<file path="src/rtl/if_fetch_stage_pkg.sv">
// rtl/if_fetch_stage_pkg.sv - shared widths, NOP encoding and FSM states for the fetch stage
package if_fetch_stage_pkg;

   localparam int          DEF_ADDR_W  = 64;
   localparam int          DEF_INSTR_W = 32;
   localparam logic [31:0] DEF_NOP_INSN = 32'hD503201F;

   typedef enum logic {
      S_BOOT = 1'b0,
      S_RUN  = 1'b1
   } fetch_state_e;

endpackage

</file>
<file path="src/rtl/fetch_skid_buf.sv">
// rtl/fetch_skid_buf.sv - one-entry {valid, pc, instr} holding register with load/drain/clear
module fetch_skid_buf #(
   parameter int ADDR_W  = 64,
   parameter int INSTR_W = 32
) (
   input  logic               clk_i,
   input  logic               rst_ni,
   input  logic               load_i,
   input  logic               drain_i,
   input  logic               clear_i,
   input  logic [ADDR_W-1:0]  pc_i,
   input  logic [INSTR_W-1:0] instr_i,
   output logic               valid_o,
   output logic [ADDR_W-1:0]  pc_o,
   output logic [INSTR_W-1:0] instr_o
);

   logic               valid_q;
   logic [ADDR_W-1:0]  pc_q;
   logic [INSTR_W-1:0] instr_q;

   // clear (redirect) beats load, load beats drain
   always_ff @(posedge clk_i or negedge rst_ni) begin
      if (!rst_ni) begin
         valid_q <= 1'b0;
         pc_q    <= '0;
         instr_q <= '0;
      end else if (clear_i) begin
         valid_q <= 1'b0;
      end else if (load_i) begin
         valid_q <= 1'b1;
         pc_q    <= pc_i;
         instr_q <= instr_i;
      end else if (drain_i) begin
         valid_q <= 1'b0;
      end
   end

   assign valid_o = valid_q;
   assign pc_o    = pc_q;
   assign instr_o = instr_q;

endmodule

</file>
<file path="src/rtl/if_fetch_stage.sv">
// rtl/if_fetch_stage.sv - PC/FSM, synchronous imem request and IF/ID register with stall skid
module if_fetch_stage
   import if_fetch_stage_pkg::*;
#(
   parameter int                 ADDR_W   = DEF_ADDR_W,
   parameter int                 INSTR_W  = DEF_INSTR_W,
   parameter logic [INSTR_W-1:0] NOP_INSN = DEF_NOP_INSN
) (
   input  logic               Clk,
   input  logic               Rst,
   input  logic [ADDR_W-1:0]  startPC,
   output logic               imem_req_en,
   output logic [ADDR_W-1:0]  imem_addr,
   input  logic [INSTR_W-1:0] imem_rdata,
   input  logic               id_stall,
   input  logic               ex_br_taken,
   input  logic [ADDR_W-1:0]  ex_br_target,
   output logic [ADDR_W-1:0]  FetchedPC,
   output logic               if_id_valid,
   output logic [ADDR_W-1:0]  if_id_pc,
   output logic [INSTR_W-1:0] if_id_instr,
   output logic               misalign_err
);

   fetch_state_e       state_q, state_d;
   logic [ADDR_W-1:0]  pc_q, pc_d;
   logic               f2_valid_q, f2_valid_d;
   logic [ADDR_W-1:0]  f2_pc_q, f2_pc_d;
   logic               if_id_valid_q, if_id_valid_d;
   logic [ADDR_W-1:0]  if_id_pc_q, if_id_pc_d;
   logic [INSTR_W-1:0] if_id_instr_q, if_id_instr_d;
   logic               misalign_q, misalign_d;

   logic               skid_load, skid_drain, skid_clear;
   logic               skid_valid;
   logic [ADDR_W-1:0]  skid_pc;
   logic [INSTR_W-1:0] skid_instr;

   fetch_skid_buf #(
      .ADDR_W  (ADDR_W),
      .INSTR_W (INSTR_W)
   ) u_skid (
      .clk_i   (Clk),
      .rst_ni  (Rst),
      .load_i  (skid_load),
      .drain_i (skid_drain),
      .clear_i (skid_clear),
      .pc_i    (f2_pc_q),
      .instr_i (imem_rdata),
      .valid_o (skid_valid),
      .pc_o    (skid_pc),
      .instr_o (skid_instr)
   );

   always_comb begin
      state_d       = state_q;
      pc_d          = pc_q;
      f2_valid_d    = 1'b0;
      f2_pc_d       = f2_pc_q;
      if_id_valid_d = if_id_valid_q;
      if_id_pc_d    = if_id_pc_q;
      if_id_instr_d = if_id_instr_q;
      misalign_d    = misalign_q;
      skid_load     = 1'b0;
      skid_drain    = 1'b0;
      skid_clear    = 1'b0;
      imem_req_en   = 1'b0;

      case (state_q)
         S_BOOT: begin
            pc_d    = startPC;
            state_d = S_RUN;
         end
         S_RUN: begin
            if (ex_br_taken) begin
               pc_d          = {ex_br_target[ADDR_W-1:2], 2'b00};
               skid_clear    = 1'b1;
               if_id_valid_d = 1'b0;
               if_id_instr_d = NOP_INSN;
               if (ex_br_target[1:0] != 2'b00) misalign_d = 1'b1;
            end else begin
               imem_req_en = !id_stall;
               if (imem_req_en) begin
                  f2_valid_d = 1'b1;
                  f2_pc_d    = pc_q;
                  pc_d       = pc_q + ADDR_W'(4);
               end
               // requests stop while stalled, so at most one word ever needs parking
               if (id_stall) begin
                  if (f2_valid_q) skid_load = 1'b1;
               end else if (skid_valid) begin
                  if_id_valid_d = 1'b1;
                  if_id_pc_d    = skid_pc;
                  if_id_instr_d = skid_instr;
                  skid_drain    = 1'b1;
               end else if (f2_valid_q) begin
                  if_id_valid_d = 1'b1;
                  if_id_pc_d    = f2_pc_q;
                  if_id_instr_d = imem_rdata;
               end else begin
                  if_id_valid_d = 1'b0;
               end
            end
         end
         default: state_d = S_BOOT;
      endcase
   end

   always_ff @(posedge Clk or negedge Rst) begin
      if (!Rst) begin
         state_q       <= S_BOOT;
         pc_q          <= '0;
         f2_valid_q    <= 1'b0;
         f2_pc_q       <= '0;
         if_id_valid_q <= 1'b0;
         if_id_pc_q    <= '0;
         if_id_instr_q <= NOP_INSN;
         misalign_q    <= 1'b0;
      end else begin
         state_q       <= state_d;
         pc_q          <= pc_d;
         f2_valid_q    <= f2_valid_d;
         f2_pc_q       <= f2_pc_d;
         if_id_valid_q <= if_id_valid_d;
         if_id_pc_q    <= if_id_pc_d;
         if_id_instr_q <= if_id_instr_d;
         misalign_q    <= misalign_d;
      end
   end

   assign imem_addr    = pc_q;
   assign FetchedPC    = pc_q;
   assign if_id_valid  = if_id_valid_q;
   assign if_id_pc     = if_id_pc_q;
   assign if_id_instr  = if_id_instr_q;
   assign misalign_err = misalign_q;

endmodule

</file>
<file path="config.mk">
export PLATFORM = sky130hd
export DESIGN_NAME = if_fetch_stage
export DESIGN_NICKNAME = d
export VERILOG_FILES = /design/src/rtl/if_fetch_stage_pkg.sv /design/src/rtl/fetch_skid_buf.sv /design/src/rtl/if_fetch_stage.sv
export SDC_FILE = /design/constraint.sdc
export NUM_CORES = 1
export LEC_CHECK = 0
export ABC_AREA = 0
export CORE_UTILIZATION = 45
export DETAILED_ROUTE_END_ITERATION = 6
export PLACE_DENSITY = 0.77
export SLEW_MARGIN = 20
export SYNTH_ARGS = -nofsm -noshare
export SYNTH_HDL_FRONTEND = slang
export SYNTH_SLANG_ARGS = --single-unit
export TNS_END_PERCENT = 1
</file>
<file path="constraint.sdc">
create_clock -name Clk -period 2.15 [get_ports Clk]
set_input_delay 0.215 -clock Clk [delete_from_list [all_inputs] [get_ports Clk]]
set_output_delay 0.215 -clock Clk [all_outputs]
set_load 0.005 [all_outputs]
</file>
# Word-level counts from Yosys, hierarchy flattened
# Cells that the tools add are included.
[classes] add_sub_neg=1 eq_ne=2 n_mux=30 n_bitwise=4 n_reduce_logical=11
[ops] operator="$mux 64" count=4
[ops] operator="$mux 32" count=4
[ops] operator="$pmux 64 s2" count=1
[ops] operator="$add 64x3->64 const B" count=1
[ops] operator="$mux 1" count=21
[ops] operator="$reduce_and 3->1" count=3
[ops] operator="$reduce_bool 3->1" count=2
[ops] operator="$not 1->1" count=4
[ops] operator="$reduce_and 2->1" count=2
[ops] operator="$reduce_and 4->1" count=1
[ops] operator="$reduce_bool 2->1" count=2
[ops] operator="$ne 3x3->1 const B" count=1
[ops] operator="$ne 2x1->1 const B" count=1
[ops] operator="$logic_not 1->1" count=1
[totals] regBits=325 inputBits=164 out_inout_bits=227 word_cells=59

# Depth between registers and ports, before layout
# Gate-level depths: netlist (run 1).
[logic_depth] ltp_word=7 depth_mapped=9 depth_no_buf=7

# Modules after synthesis
# A second synthesis (run 1) with hierarchy kept.
[hier_totals] hier_cells=1541 hier_area_um2=16361.9
[modules_own_cells] mod="if_fetch_stage" instances=1 cells_per_inst=1333 area_each_um2=12550.8 seq_area_each_um2=5721.7
[modules_own_cells] mod="fetch_skid_buf" instances=1 cells_per_inst=208 area_each_um2=3811.2 seq_area_each_um2=2427.3

# Worst setup path before layout (run 1)
# Ideal clock, no wire load.
[synth_path] path_type="flip-flop to flip-flop" startpoint="reg pc_q[2], in the netlist FetchedPC[2]" endpoint="reg pc_q[48], in the netlist FetchedPC[48]" setup_time_ns=0.077 t_arrival_ns=2.356 t_required_ns=2.073 path_slack_ns=-0.283 stages_incl_launch_ff=7 path_buffers=0 period_less_slack_ns=2.433 path_cell_list="dfrtp_1 ha_1 nand4_2 or4_4 or3_4 or4_1 a21oi_1"
[synth_between] elab_chain_len=4
[synth_rtl] item="start: declaration" line_no="if_fetch_stage.sv:26" text="logic [ADDR_W-1:0] pc_q, pc_d;"
[synth_rtl] item="start signal: assignment" line_no="if_fetch_stage.sv:121" text="pc_q <= pc_d;"
[synth_rtl] item="$add 64x3->64" line_no="if_fetch_stage.sv:86" text="pc_d = pc_q + ADDR_W'(4);"
[synth_rtl] item="$mux 64" line_no="if_fetch_stage.sv:83" text="if (imem_req_en) begin"
[synth_rtl] item="$mux 64" line_no="if_fetch_stage.sv:75" text="if (ex_br_taken) begin"
[synth_rtl] item="$pmux 64 s2" line_no="if_fetch_stage.sv:69" text="case (state_q)"
# No other way between the ends. The select of a mux whose other input is x is not followed.
# A chain may end at the register's enable or synchronous reset.

# Worst setup path in the final report (run 1)
[layout_path] startpoint="reg pc_q[3], in the netlist FetchedPC[3]" endpoint="reg pc_q[36], in the netlist FetchedPC[36]"
# Same word-level chain as after synthesis.

==> results of run 1 <==
-- critical path: stages, from the launching register on --
cell and delay (ps):
dfrtp_2 380, ha_4 160, nand4_4 100, or4_4 480, nor3_1 250, buf_4 180
nand3_1 100, a222oi_1 310, nor3_1 80
-- area by class of cell --
class / count / area (um^2)
Fill cell: 2634 / 12000
Clock buffer: 55 / 1050
Tap cell: 448 / 561
Inverter: 11 / 41.3
Sequential cell: 325 / 8160
Clock inverter: 9 / 100
Timing Repair Buffer: 536 / 5190
Multi-Input combinational cell: 969 / 6720
-- registers in the layout, indices dropped and copies added, names as in the netlist, 32 cells and up --
signal / cells
u_skid.instr_o: 32
if_id_instr: 32
u_skid.pc_o: 64
if_id_pc: 64
f2_pc_q: 64
FetchedPC: 64
-- metrics by stage --
| stage | area (um^2) | hold WS, ps |
|---|---|---|
| after floorplan | 15700 | -80.6 |
| after global placement | 20600 | 224 |
| after detailed placement | 20600 | 234 |
| after CTS | 21800 | 274 |
| after global routing | 21800 | 290 |
| final | 21800 | 280 |
-- routing by layer --
layer	vias up	GRT usage	wire length, um	share of wire
li1	6060	-	-	-
met2	590	0.464	24200	0.48
met1	6725	0.381	21600	0.43
met5	-	0	9	0.00018
met3	105	0.0531	3570	0.070
met4	2	0.0779	1190	0.023
-- power by group through the flow --
stage                     Sequential, uW  Combinational (uW)  Clock [uW]
after floorplan                     8320                2070           0
after global placement              8280                4880           0
after detailed placement            8360                5010           0
after CTS                           8270                5050        6140
after global routing                8440                5420        6430
final                               8280                5040        6050
-- layout by cell type, fill, tap and decap left out, types with 5 or more instances in the layout --
cell,instances
a31oi_1,20
dfrtp_1,305
a22oi_1,27
buf_4,130
clkbuf_1,12
a2bb2oi_1,11
nor2_1,137
clkbuf_8,6
nor4_2,6
nor3_1,16
and4_1,7
and3_1,12
nand4_1,24
dfstp_2,13
dfrtp_2,6
o21a_1,5
buf_12,15
a41o_1,5
inv_1,8
clkdlybuf4s50_1,388
nand3_1,28
mux2_2,161
mux2i_1,97
a21oi_1,188
nand2_1,75
clkinv_2,5
o22a_1,6
clkbuf_16,37
o21ai_0,50
o31ai_1,6
-- worst max-delay path by stage --
stage,startpoint,endpoint,slack [ps],cells after the start
6_report,FetchedPC[3],FetchedPC[36],-6,8
5_1_grt,FetchedPC[3],FetchedPC[36],-90,8
2_1_floorplan,FetchedPC[3],FetchedPC[60],-40,8
3_5_place_dp,FetchedPC[3],FetchedPC[56],-30,8
4_1_cts,FetchedPC[27],FetchedPC[56],8,8
3_3_place_gp,id_stall,FetchedPC[23],20,7
-- kinds of logic after synthesis --
logic type      Yosys count  synth area share
compound gates          363             0.139
simple gates            342             0.102
flops                   325             0.521
mux                     258             0.178
buf+inv                 168            0.0564
xor+xnor                  4           0.00224
fa+ha+maj                 1          0.000800
other cells               1          0.000240
-- timing repair --
item | 4_1_cts | 5_1_grt
pin swaps | 2 | 2
resized for setup | 2 | 15
endpoints found under the setup margin | 2 | 25
hold buffers | 1 | 0
setup buffers | 1 | 2
endpoints found under the hold margin | 55 | 0
gates cloned | 0 | 0
==> results.md, run 1 <==
- Commonest register cell after synthesis: dfrtp_1
- Syn_area_per_cell: 10.7 um^2
- R2r setup slk: -6 ps
- Yosys reg bits: about 330
- Crit Path Max Fanout: 4
- Tcrit/Tclk final: 1.00
- Number of flops mapped to enable cells by yosys: 0
- Post-synth top area share: 0.499
- Top-count cell post-synth: dfrtp_1
- Via count: 13482
- Worst reg2reg startpoint: FetchedPC[3]
- DRC Markers: 0
- Status: finished, violations left
- Antenna diodes: 0
- GP Congestion: about 0.85
- Reg power frac: 0.427
- H-tree levels: 2
- Die width: ~190 um
- Via density: between 5 and 6
- CTS tree: done
- Largest net degree at the start of global routing: 79
- Final TNS setup: -6.31 ps
- Final setup slack of the worst path: -6.31 ps
- Post-synthesis sequential area ratio: 0.521
- Critical Path End Type: flop
- Synth warn: 0
- Violated checks: setup timing
- Worst Setup Start Kind: flop
- Drt first pass iters: 5
- Share of layout cells above drive strength 1: 0.218
- Post-layout min period: 2160 ps
- Hold Crit Class: in2async
- Vias in the first global route: 13477
- Nets@finish: 2044
- Core Rows: 67
- Initial antenna violation count: 1
- All-layer global routing usage: 0.282
- Max Clk Rate: around 0.46 GHz
- Grt ovf: 0
- Boundary Pins: 391
- Clock sinks: between 300 and 400
- Leakage: between 0.009 and 0.01 uW
- Switching part of the total: 0.276
- Worst r2r dst: FetchedPC[36]
- Final hold violations: 0
- Comb pwr share: 0.260
- Routed Antenna Nets: 0
- PnR Total Power: 19400 uW
- Final setup vio count: 1
- CTS Buffer Depth: 3
- Worst Skew: between 10 and 15 ps
- Power per cell area: 887 nW/um^2
- Synth cell count leaders: 312 x dfrtp_1, 190 x a21oi_1, 161 x mux2_2, 142 x nor2_1, 97 x mux2i_1
- Die ar.: 35500 um^2
- Netlist Area Pre-Place: ~16000 um^2
- Layout area overhead: 39.6%
- Worst Reg-to-Reg Cells: 8
- Die height: roughly 190 um
- Synth Instances: approximately 1500
- WL/cell: approximately 22 um
- Clk pwr share: 0.312
- DRT iter0 DRCs: 940
- Max-slew violations: 0
- P_sw: roughly 5300 uW
- Clock transition at path regs: roughly 60 ps
- First-pass GRT wire length: between 70000 and 80000 um
- Root Driver: clkbuf_16
- Number of library cell types mapped by synthesis: 66
- Yosys top cell by area: dfrtp_1
- Max Cap Viol: 0
- Worst slew margin: 0.422
- Effective utilization at floorplan: 0.462
- Slew @ Worst Pin: 864 ps
- DPL Wire Length: 36600 um
- P_int: ~14000 uW
- Syn nets: 1627
- Placement Setup Slack: -27.1 ps
- CTS buffer count: 36
- Data required, critical path: about 2500 ps
- RSZ-0062 raised after global routing: yes
- Final core utilization: 0.644
- Top post-synthesis cells by area: dfrtp_1 50%, mux2_2 12%, mux2i_1 6.2%
- Clock Latency Late Sink: about 510 ps
- Setup CP Type: reg2reg
- Detailed Route WL: between 50000 and 60000 um
- Placed instance count: roughly 2300
- Core Box Area: 33900 um^2
- VDD IR-drop max: 0.000474 V
- Post-Layout Cell Count: approximately 2400
- Async SR Flop Fraction: 1.00
- IO Port Bufs: 390
- Arr. time, crit path: between 2000 and 3000 ps
Power figures use the tool's default switching activity.
==> run 2: changes to the inputs <==
--- a/config.mk
+++ b/config.mk
@@ -7,8 +7,10 @@
 export LEC_CHECK = 0
 export ABC_AREA = 0
 export CORE_UTILIZATION = 45
+export CTS_CLUSTER_DIAMETER = 40
 export DETAILED_ROUTE_END_ITERATION = 6
 export PLACE_DENSITY = 0.77
+export SETUP_SLACK_MARGIN = 0.3
 export SLEW_MARGIN = 20
 export SYNTH_ARGS = -nofsm -noshare
 export SYNTH_HDL_FRONTEND = slang
==> run 2 against run 1 <==
Net effect: the run still ends with setup timing left; sequential share of layout area shrank 0.62 points; core utilization grew 1.1 points; worst setup slack lost 44 ps; cell area grew 1.8%; combinational power is essentially flat; total power grew 3.9%; die area is the same; sequential power is essentially flat; sequential cell count is the same; critical endpoint is now FetchedPC[56].
==> results.md, run 2 (synthesis results as in run 1) <==
- Status: finished, violations left (unchanged)
- Violated checks: setup timing (unchanged)
- Clock transition at path regs: 60 ps (about the same)
- Post-Layout Cell Count: 2351 (was 2353)
- Core Box Area: 33900 um^2 (unchanged)
- Final hold violations: 0 (unchanged)
- Nets@finish: 2030 (was 2044)
- Routed Antenna Nets: 0 (unchanged)
- Register area: 8170 um^2 (was 8160 um^2)
- Placement Setup Slack: -89.3 ps (was -27.1 ps)
- Most frequent cells in the layout: 367 x clkdlybuf4s50_1, 299 x dfrtp_1, 187 x a21oi_1 (was 388 x clkdlybuf4s50_1, 305 x dfrtp_1, 188 x a21oi_1)
- Worst Setup Start Kind: flop (unchanged)
- Max-slew violations: 0 (unchanged)
- Final TNS setup: -84.3 ps (was -6.31 ps)
- CTS tree: done (unchanged)
- Final setup slack of the worst path: -50.0 ps (was -6.31 ps)
- H-tree levels: 2 (unchanged)
- Critical Path End Type: flop (unchanged)
- Initial antenna violation count: 4 (was 1)
- Core Rows: 67 (unchanged)
- Grt ovf: 0 (unchanged)
- Detailed Route WL: 50500 um (was 50600 um)
- Leakage: 0.00941 uW (was 0.00915 uW)
- Clock sinks: 325 (unchanged)
- Clock Latency Late Sink: 540 ps (was 510 ps)
- Max Cap Viol: 0 (unchanged)
- Arr. time, crit path: 2640 ps (was 2540 ps)
- Placed instance count: 2266 (was 2285)
- CTS buffer count: 43 (was 36)
- Boundary Pins: 391 (unchanged)
- Largest net degree at the start of global routing: 78 (was 79)
- Drt first pass iters: 7 (was 5)
- Layout area overhead: 42.1% (was 39.6%)
- Die width: 188 um (unchanged)
- Power per cell area: 906 nW/um^2 (was 887 nW/um^2)
- All-layer global routing usage: 0.281 (was 0.282)
- Placed cell area: 20400 um^2 (was 20600 um^2)
- CTS Buffer Depth: 3 (unchanged)
- DRC Markers: 0 (unchanged)
- Most common cell after layout, fill and taps aside: clkdlybuf4s50_1 (unchanged)
- Tcrit/Tclk final: 1.02 (was 1.00)
- WL/cell: 21.5 um (about the same)
- Vias in the first global route: 13517 (was 13477)
- Root Driver: clkbuf_16 (unchanged)
- RSZ-0062 raised after global routing: yes (unchanged)
- Share of layout cells above drive strength 1: 0.238 (was 0.218)
- Worst Skew: 24.7 ps (was 14.4 ps)
- Max Clk Rate: 0.455 GHz (was 0.464 GHz)
- VDD IR-drop max: 0.000472 V (was 0.000474 V)
- DPL Wire Length: 35900 um (was 36600 um)
- Worst slew margin: 0.421 (was 0.422)
- First-pass GRT wire length: 77500 um (was 77700 um)
- DRT iter0 DRCs: 955 (was 940)
- Die ar.: 35500 um^2 (unchanged)
- Via count: 13498 (was 13482)
- Via density: 5.74 (was 5.73)
- Setup CP Type: reg2reg (unchanged)
- Area occupied by multi-input gates: 6930 um^2 (was 6720 um^2)
- IO Port Bufs: 390 (unchanged)
- Data required, critical path: 2590 ps (was 2530 ps)
- Die height: 188 um (unchanged)
- Crit Path Max Fanout: 6 (was 4)
- Hold Slack: 161 ps (was 280 ps)
- Post-layout min period: 2200 ps (was 2160 ps)
- Cell area after layout: 22200 um^2 (was 21800 um^2)
- Effective utilization at floorplan: 0.462 (unchanged)
- GP Congestion: 0.885 (was 0.854)
- Slew @ Worst Pin: 866 ps (was 864 ps)
- Filler cells: 2649 (was 2634)
- Final setup vio count: 4 (was 1)
- Hold Crit Class: in2async (unchanged)
[run 2: final cells by class]
cell class	count	area share
Timing Repair Buffer	515	0.230
Sequential cell	325	0.368
Tap cell	448	0.0252
Inverter	11	0.00197
Antenna cell	4	0.000451
Clock buffer	59	0.0553
Clock inverter	20	0.00693
Multi-Input combinational cell	969	0.312
[run 2: layer usage]
layer | GRT usage | vias to the layer above | share of wire
met5 | 0 | - | 0.00026
met4 | 0.102 | 2 | 0.035
met3 | 0.0579 | 115 | 0.073
met2 | 0.458 | 606 | 0.47
met1 | 0.372 | 6711 | 0.42
li1 | - | 6064 | -
[run 2: stage by stage]
| stage | util | power (uW) |
|---|---|---|
| after floorplan | - | 10400 |
| after global placement | 0.604 | 13100 |
| after detailed placement | 0.604 | 13300 |
| after CTS | 0.652 | 20200 |
| after global routing | 0.656 | 21000 |
| final | 0.656 | 20100 |
[run 2: path summary, 6_finish.rpt]
| check | start | endpoint | slack (ps) | depth (start not counted) |
|---|---|---|---|---|
| min in group Clk | ex_br_taken | if_id_instr[0] | 250 | 4 |
| min reg2reg | if_id_instr[11] | if_id_instr[11] | 480 | 2 |
| max in group asynchronous | Rst | f2_pc_q[35] | 1250 | 3 |
| max reg2reg | FetchedPC[3] | FetchedPC[56] | -50 | 9 |
| max | FetchedPC[3] | FetchedPC[56] | -50 | 9 |
| min | Rst | if_id_instr[14] | 160 | 2 |
[run 2: what timing repair did]
action / 4_1_cts / 5_1_grt
buffers inserted: 1 / 0
pin swaps: 23 / 23
hold buffers: 1 / 0
resized for setup: 74 / 40
hold endpoints to repair: 312 / 0
endpoints found under the setup margin: 70 / 79
[run 2: worst max-delay path, stage by stage (launching register included)]
cell and delay (ps):
dfrtp_2 380, ha_4 180, nand4_4 110, or4_4 470
buf_6 140, nor4_4 180, buf_4 210, nand4_1 110
a21oi_1 160, a2bb2oi_1 160
[run 2: report_power, final]
group,internal [uW],switching (uW)
logic,2940,2070
registers,7450,828
clock network,4060,2780
total,14400,5680
==> RTL edit 1 (flow settings as in run 1) <==
Set the package constant `DEF_INSTR_W` to 40 (it was 32).
--- a/src/rtl/if_fetch_stage_pkg.sv
+++ b/src/rtl/if_fetch_stage_pkg.sv
@@ -4,3 +4,3 @@
    localparam int          DEF_ADDR_W  = 64;
-   localparam int          DEF_INSTR_W = 32;
+   localparam int          DEF_INSTR_W = 40;
    localparam logic [31:0] DEF_NOP_INSN = 32'hD503201F;
Ports: changed (resized if_id_instr and imem_rdata); port bits go from 391 to 407. No check against the original RTL was run, so the function may have changed too.
==> RTL edit 1 against run 1 <==
The run still ends with setup timing left; largest power group unchanged; routed wire length grew 5.0%; setup slack worse by 0.041 ns; hold slack lost 0.11 ns; sequential cell count is 16 higher; power rose by 2.8%; clock power increased by 11%; global-route usage down 0.30 points; design area up 5.3%; area after synthesis grew 6.6%.
==> RTL edit 1: results (changes against run 1) <==
<table>
<tr><th>Metric</th><th>Value</th></tr>
<tr><th colspan="2">Status</th></tr>
<tr><td>Result of the run</td><td>finished with violations</td></tr>
<tr><td>Violations in the final reports</td><td>setup timing</td></tr>
<tr><th colspan="2">Power and ir drop</th></tr>
<tr><td>Power share of the combinational group</td><td>0.239 (-0.021)</td></tr>
<tr><td>Leakage power</td><td>9.804 nW (+7.2%)</td></tr>
<tr><td>Peak supply drop</td><td>0.5404 mV (+14%)</td></tr>
<tr><td>Switching component of the power</td><td>0.005494 W (+2.9%)</td></tr>
<tr><th colspan="2">Finish</th></tr>
<tr><td>Clock buffer cells</td><td>60 (+9.1%)</td></tr>
<tr><td>Sequential cell area in the final layout</td><td>8554 um2 (+4.8%)</td></tr>
<tr><td>Fill cell instance count of the final layout</td><td>2,940 (+12%)</td></tr>
<tr><td>Number of signal-net buffers in the layout</td><td>535 (-0.19%)</td></tr>
<tr><td>N_diodes</td><td>1 (+1)</td></tr>
<tr><td>Net count, final</td><td>2,160 (+5.7%)</td></tr>
<tr><td>Fraction of area in multi-input gates</td><td>0.3139 (+0.005955)</td></tr>
<tr><td>Layout cell share with drive strength beyond 1</td><td>0.1974 (-0.02043)</td></tr>
<tr><td>Final-layout non-clock buffer area share</td><td>0.2274 (-0.01042)</td></tr>
<tr><th colspan="2">Synth</th></tr>
<tr><td>Synth area leaders</td><td>dfrtp_1 (49%), mux2_2 (10%), mux2i_1 (5.9%)</td></tr>
<tr><td>Multiplexer fraction of the synthesized cell area</td><td>0.1622 (-0.01586)</td></tr>
<tr><td>Part of the Yosys area used for sequential elements</td><td>0.5129 (-0.008341)</td></tr>
<tr><td>Top cell types by occurrence after synthesis</td><td>dfrtp_1 (328), nand2_1 (173), mux2_2 (153)</td></tr>
<tr><td>Complex-gate fraction of the synthesized area</td><td>0.1354 (-0.003361)</td></tr>
<tr><td>Yosys reg bits</td><td>341 (+4.9%)</td></tr>
<tr><th colspan="2">Timing</th></tr>
<tr><td>Post-layout worst setup margin</td><td>-0.04759 ns (-0.04128 ns)</td></tr>
<tr><td>Worst slew pin tran</td><td>0.7493 ns (-0.1150 ns)</td></tr>
<tr><td>Setup Viol. Count Final</td><td>5 (+4)</td></tr>
<tr><td>Worst slack on hold paths</td><td>0.1688 ns (-0.1116 ns)</td></tr>
<tr><th colspan="2">Route</th></tr>
<tr><td>Routed length per placed instance</td><td>21.39 um (-0.57%)</td></tr>
<tr><td>Number of vias in the routed layout</td><td>14,200 (+5.3%)</td></tr>
<tr><td>Wire length reported by the detailed router</td><td>53.16 mm (+5.0%)</td></tr>
<tr><th colspan="2">Placement</th></tr>
<tr><td>Half-perimeter wire length after placement</td><td>38.14 mm (+4.3%)</td></tr>
<tr><td>Count of port buffers added during placement</td><td>406 (+4.1%)</td></tr>
<tr><th colspan="2">Worst setup path</th></tr>
<tr><td>Crit path arrival time</td><td>2.62 ns (+0.08 ns)</td></tr>
</table>
-- RTL edit 1: cell types whose count changed after synthesis, sizes merged, moves of 17 or more --
cell    delta
nor2      -77
a21oi    -127
a211oi    +17
nand2     +96
o21ai     +98
-- RTL edit 1: per-layer routing --
metal,GRT usage,wire length [um]
met2,0.4579,25400
met4,0.1041,1762
met3,0.05102,3864
met1,0.3677,22140
met5,0,0
-- RTL edit 1: logic make-up (layout without fill, tap and decap cells) --
logic type,count (synthesis),after routing
AOI/OAI and AO/OA,370,370
xor gates and xnor gates,3,3
adders and majority gates,1,1
buffers and inverters,196,631
DFF,341,341
muxes,251,251
other,1,2
and+or+nand+nor,418,418
-- RTL edit 1: metrics by stage --
step / TNS (ns) / setup slack (ns) / cell area (um2)
after floorplan: 0 / 0.03049 / 16670
after detailed placement: -0.1448 / -0.06450 / 21580
after global routing: -1.014 / -0.1261 / 22970
after CTS: -0.02022 / -0.02022 / 22910
after global placement: 0 / 0.02140 / 21580
final: -0.1126 / -0.04759 / 22970
-- RTL edit 1: worst max path at each step --
stage	from	end	slack [ns]	cells past startpoint
floorplan	FetchedPC[2]	FetchedPC[34]	0.03	7
global placement	FetchedPC[2]	FetchedPC[60]	0.02	7
global route	FetchedPC[3]	FetchedPC[60]	-0.13	8
finish	FetchedPC[3]	FetchedPC[60]	-0.05	8
CTS	FetchedPC[3]	FetchedPC[60]	-0.02	8
detailed placement	FetchedPC[3]	FetchedPC[60]	-0.06	7
-- RTL edit 1: worst max-delay path: cells and delay by family (launching register included) --
family / cells / cell delay [ns]
multiplexers: 1 / 0.22
AND/OR/NAND/NOR: 4 / 0.87
buffers and inverters: 2 / 0.35
flip-flops: 1 / 0.44
adder cells (fa/ha/maj): 1 / 0.19
==> RTL edit 2 (flow settings as in run 1) <==
Made on the original files. Take the reset off `pc_q` and load it in a clocked block of its own.
--- a/src/rtl/if_fetch_stage.sv
+++ b/src/rtl/if_fetch_stage.sv
@@ -111,3 +111,2 @@
          state_q       <= S_BOOT;
-         pc_q          <= '0;
          f2_valid_q    <= 1'b0;
@@ -120,3 +119,2 @@
          state_q       <= state_d;
-         pc_q          <= pc_d;
          f2_valid_q    <= f2_valid_d;
@@ -128,2 +126,6 @@
       end
+   end
+
+   always_ff @(posedge Clk) begin
+      pc_q <= pc_d;
    end
Behaviour: not the same (a bounded check fails within 4 cycles, from zero or initial values and one cycle with Rst low).
==> RTL edit 2 against run 1 <==
Power up 1.9%; area after synthesis rose by 0.62%; setup slack worse by 0.14 ns; routed wire length is 4.4% lower; sequential cell count unchanged; critical path type unchanged; core utilization is 0.13 points lower; count of clock-buffer cells in the layout shrank 3; the run still ends with setup timing left; design area is 1.5% higher; highest routed layer unchanged; sequential power up 2.5%; synthesized cell count is 7.0% lower.
==> RTL edit 2: results (changes against run 1) <==
<table>
<tr><th>Metric</th><th>Value</th></tr>
<tr><th colspan="2">Status</th></tr>
<tr><td>Result of the run</td><td>finished with violations</td></tr>
<tr><td>Violations in the final reports</td><td>setup timing</td></tr>
<tr><th colspan="2">GRT</th></tr>
<tr><td>GR Util All Layers</td><td>0.2675 (-0.01437)</td></tr>
<tr><td>First-pass GRT wire length</td><td>74.38 mm (-4.3%)</td></tr>
<tr><td>Antenna violations before repair</td><td>7 (+6)</td></tr>
<tr><th colspan="2">Synth</th></tr>
<tr><td>Adder-cell area share of the yosys netlist</td><td>0.0007955 (-0.000004903)</td></tr>
<tr><td>Fraction of synthesized cell area in xor and xnor cells</td><td>0.01559 (+0.01335)</td></tr>
<tr><td>Count of distinct cell types in the synthesized netlist</td><td>50 (-24%)</td></tr>
<tr><td>Multiplexer fraction of the synthesized cell area</td><td>0.1878 (+0.009728)</td></tr>
<tr><td>Top cell types by occurrence after synthesis</td><td>dfrtp_1 (248), mux2_2 (169), mux2i_1 (105)</td></tr>
<tr><td>Complex-gate fraction of the synthesized area</td><td>0.08464 (-0.05415)</td></tr>
<tr><td>Number of flops mapped to enable cells by yosys</td><td>64 (+64)</td></tr>
<tr><th colspan="2">Power and ir drop</th></tr>
<tr><td>Switching share of power</td><td>0.2658 (-0.009995)</td></tr>
<tr><td>Leakage power</td><td>9.193 nW (+0.49%)</td></tr>
<tr><td>Sequential cell fraction of total power</td><td>0.431 (+0.004)</td></tr>
<tr><th colspan="2">Worst setup path</th></tr>
<tr><td>Crit Path Max Fanout</td><td>5 (+1)</td></tr>
<tr><td>Crit path largest cell delay</td><td>0.54 ns (+0.06 ns)</td></tr>
<tr><td>R2R cell count</td><td>6 (-2)</td></tr>
<tr><td>Endpoint of the worst-slack reg-to-reg timing path</td><td>FetchedPC[62]</td></tr>
<tr><th colspan="2">Route</th></tr>
<tr><td>Number of DRC markers after the initial detailed-route iteration</td><td>929 (-1.2%)</td></tr>
<tr><td>Wire length reported by the detailed router</td><td>48.42 mm (-4.4%)</td></tr>
<tr><th colspan="2">Finish</th></tr>
<tr><td>Layout cell share with drive strength beyond 1</td><td>0.2342 (+0.01634)</td></tr>
<tr><td>Fill cell instance count of the final layout</td><td>2,732 (+3.7%)</td></tr>
<tr><th colspan="2">Placement</th></tr>
<tr><td>Half-perimeter wire length after placement</td><td>33.79 mm (-7.6%)</td></tr>
<tr><td>Instance area after placement</td><td>20,680 um2 (+0.50%)</td></tr>
<tr><th colspan="2">Timing</th></tr>
<tr><td>Setup clock skew after layout</td><td>0.02522 ns (+0.01080 ns)</td></tr>
<tr><td>Setup Viol. Count Final</td><td>20 (+19)</td></tr>
<tr><td>Post-layout worst setup margin</td><td>-0.1501 ns (-0.1438 ns)</td></tr>
</table>
## RTL edit 2: cell types whose count changed after synthesis, moves of 11 or more
cell       change
a21oi_1      -117
dfrtp_1       -64
edfxtp_1      +64
nor2_1        -49
a31oi_1       -18
xor2_1        +16
nor2b_1       +13
o21ai_0       +13
a2bb2oi_1     -12
nand4_1       +12
a211oi_1      +11
## RTL edit 2: area by class of cell
type                       instances  area [um2]  area share
tap                              455       569.3     0.02569
clock inverter                    12       138.9    0.006267
antenna                            3       7.507   0.0003388
multi-input combinational        874        6609      0.2982
timing repair buffer             529        5216      0.2354
inverter                          10       41.29    0.001863
sequential                       325        8474      0.3824
clock buffer                      52        1105     0.04985
## RTL edit 2: metrics by stage
| stage | cells | hold slack [ns] |
|---|---|---|
| finish | 2260 | 0.2347 |
| global route | 2260 | 0.2654 |
| CTS | 2257 | 0.2208 |
| detailed placement | 2188 | 0.1874 |
| global placement | 2188 | 0.1812 |
| floorplan | 1360 | -0.08059 |
## RTL edit 2: worst max-delay path, delay by kind of cell, from the launching register on
family | cells | cell delay (ns)
multiplexers | 1 | 0.19
buffers and inverters | 1 | 0.16
flip-flops | 1 | 0.36
AND/OR/NAND/NOR | 4 | 1.30
## RTL edit 2: layer usage
| metal | GRT usage | share of wire | vias to the layer above |
|---|---|---|---|
| met4 | 0.1011 | 0.033 | 8 |
| met2 | 0.4487 | 0.49 | 472 |
| met3 | 0.05746 | 0.069 | 109 |
| met5 | 0 | 0.0011 | - |
| li1 | - | - | 5750 |
| met1 | 0.3387 | 0.41 | 6406 |
## RTL edit 2: what timing repair did
action	CTS	global route
hold buffers	1	0
setup endpoints to repair	33	32
buffers inserted	5	0
hold endpoints to repair	49	0
resized for setup	30	9
pin swaps	19	5
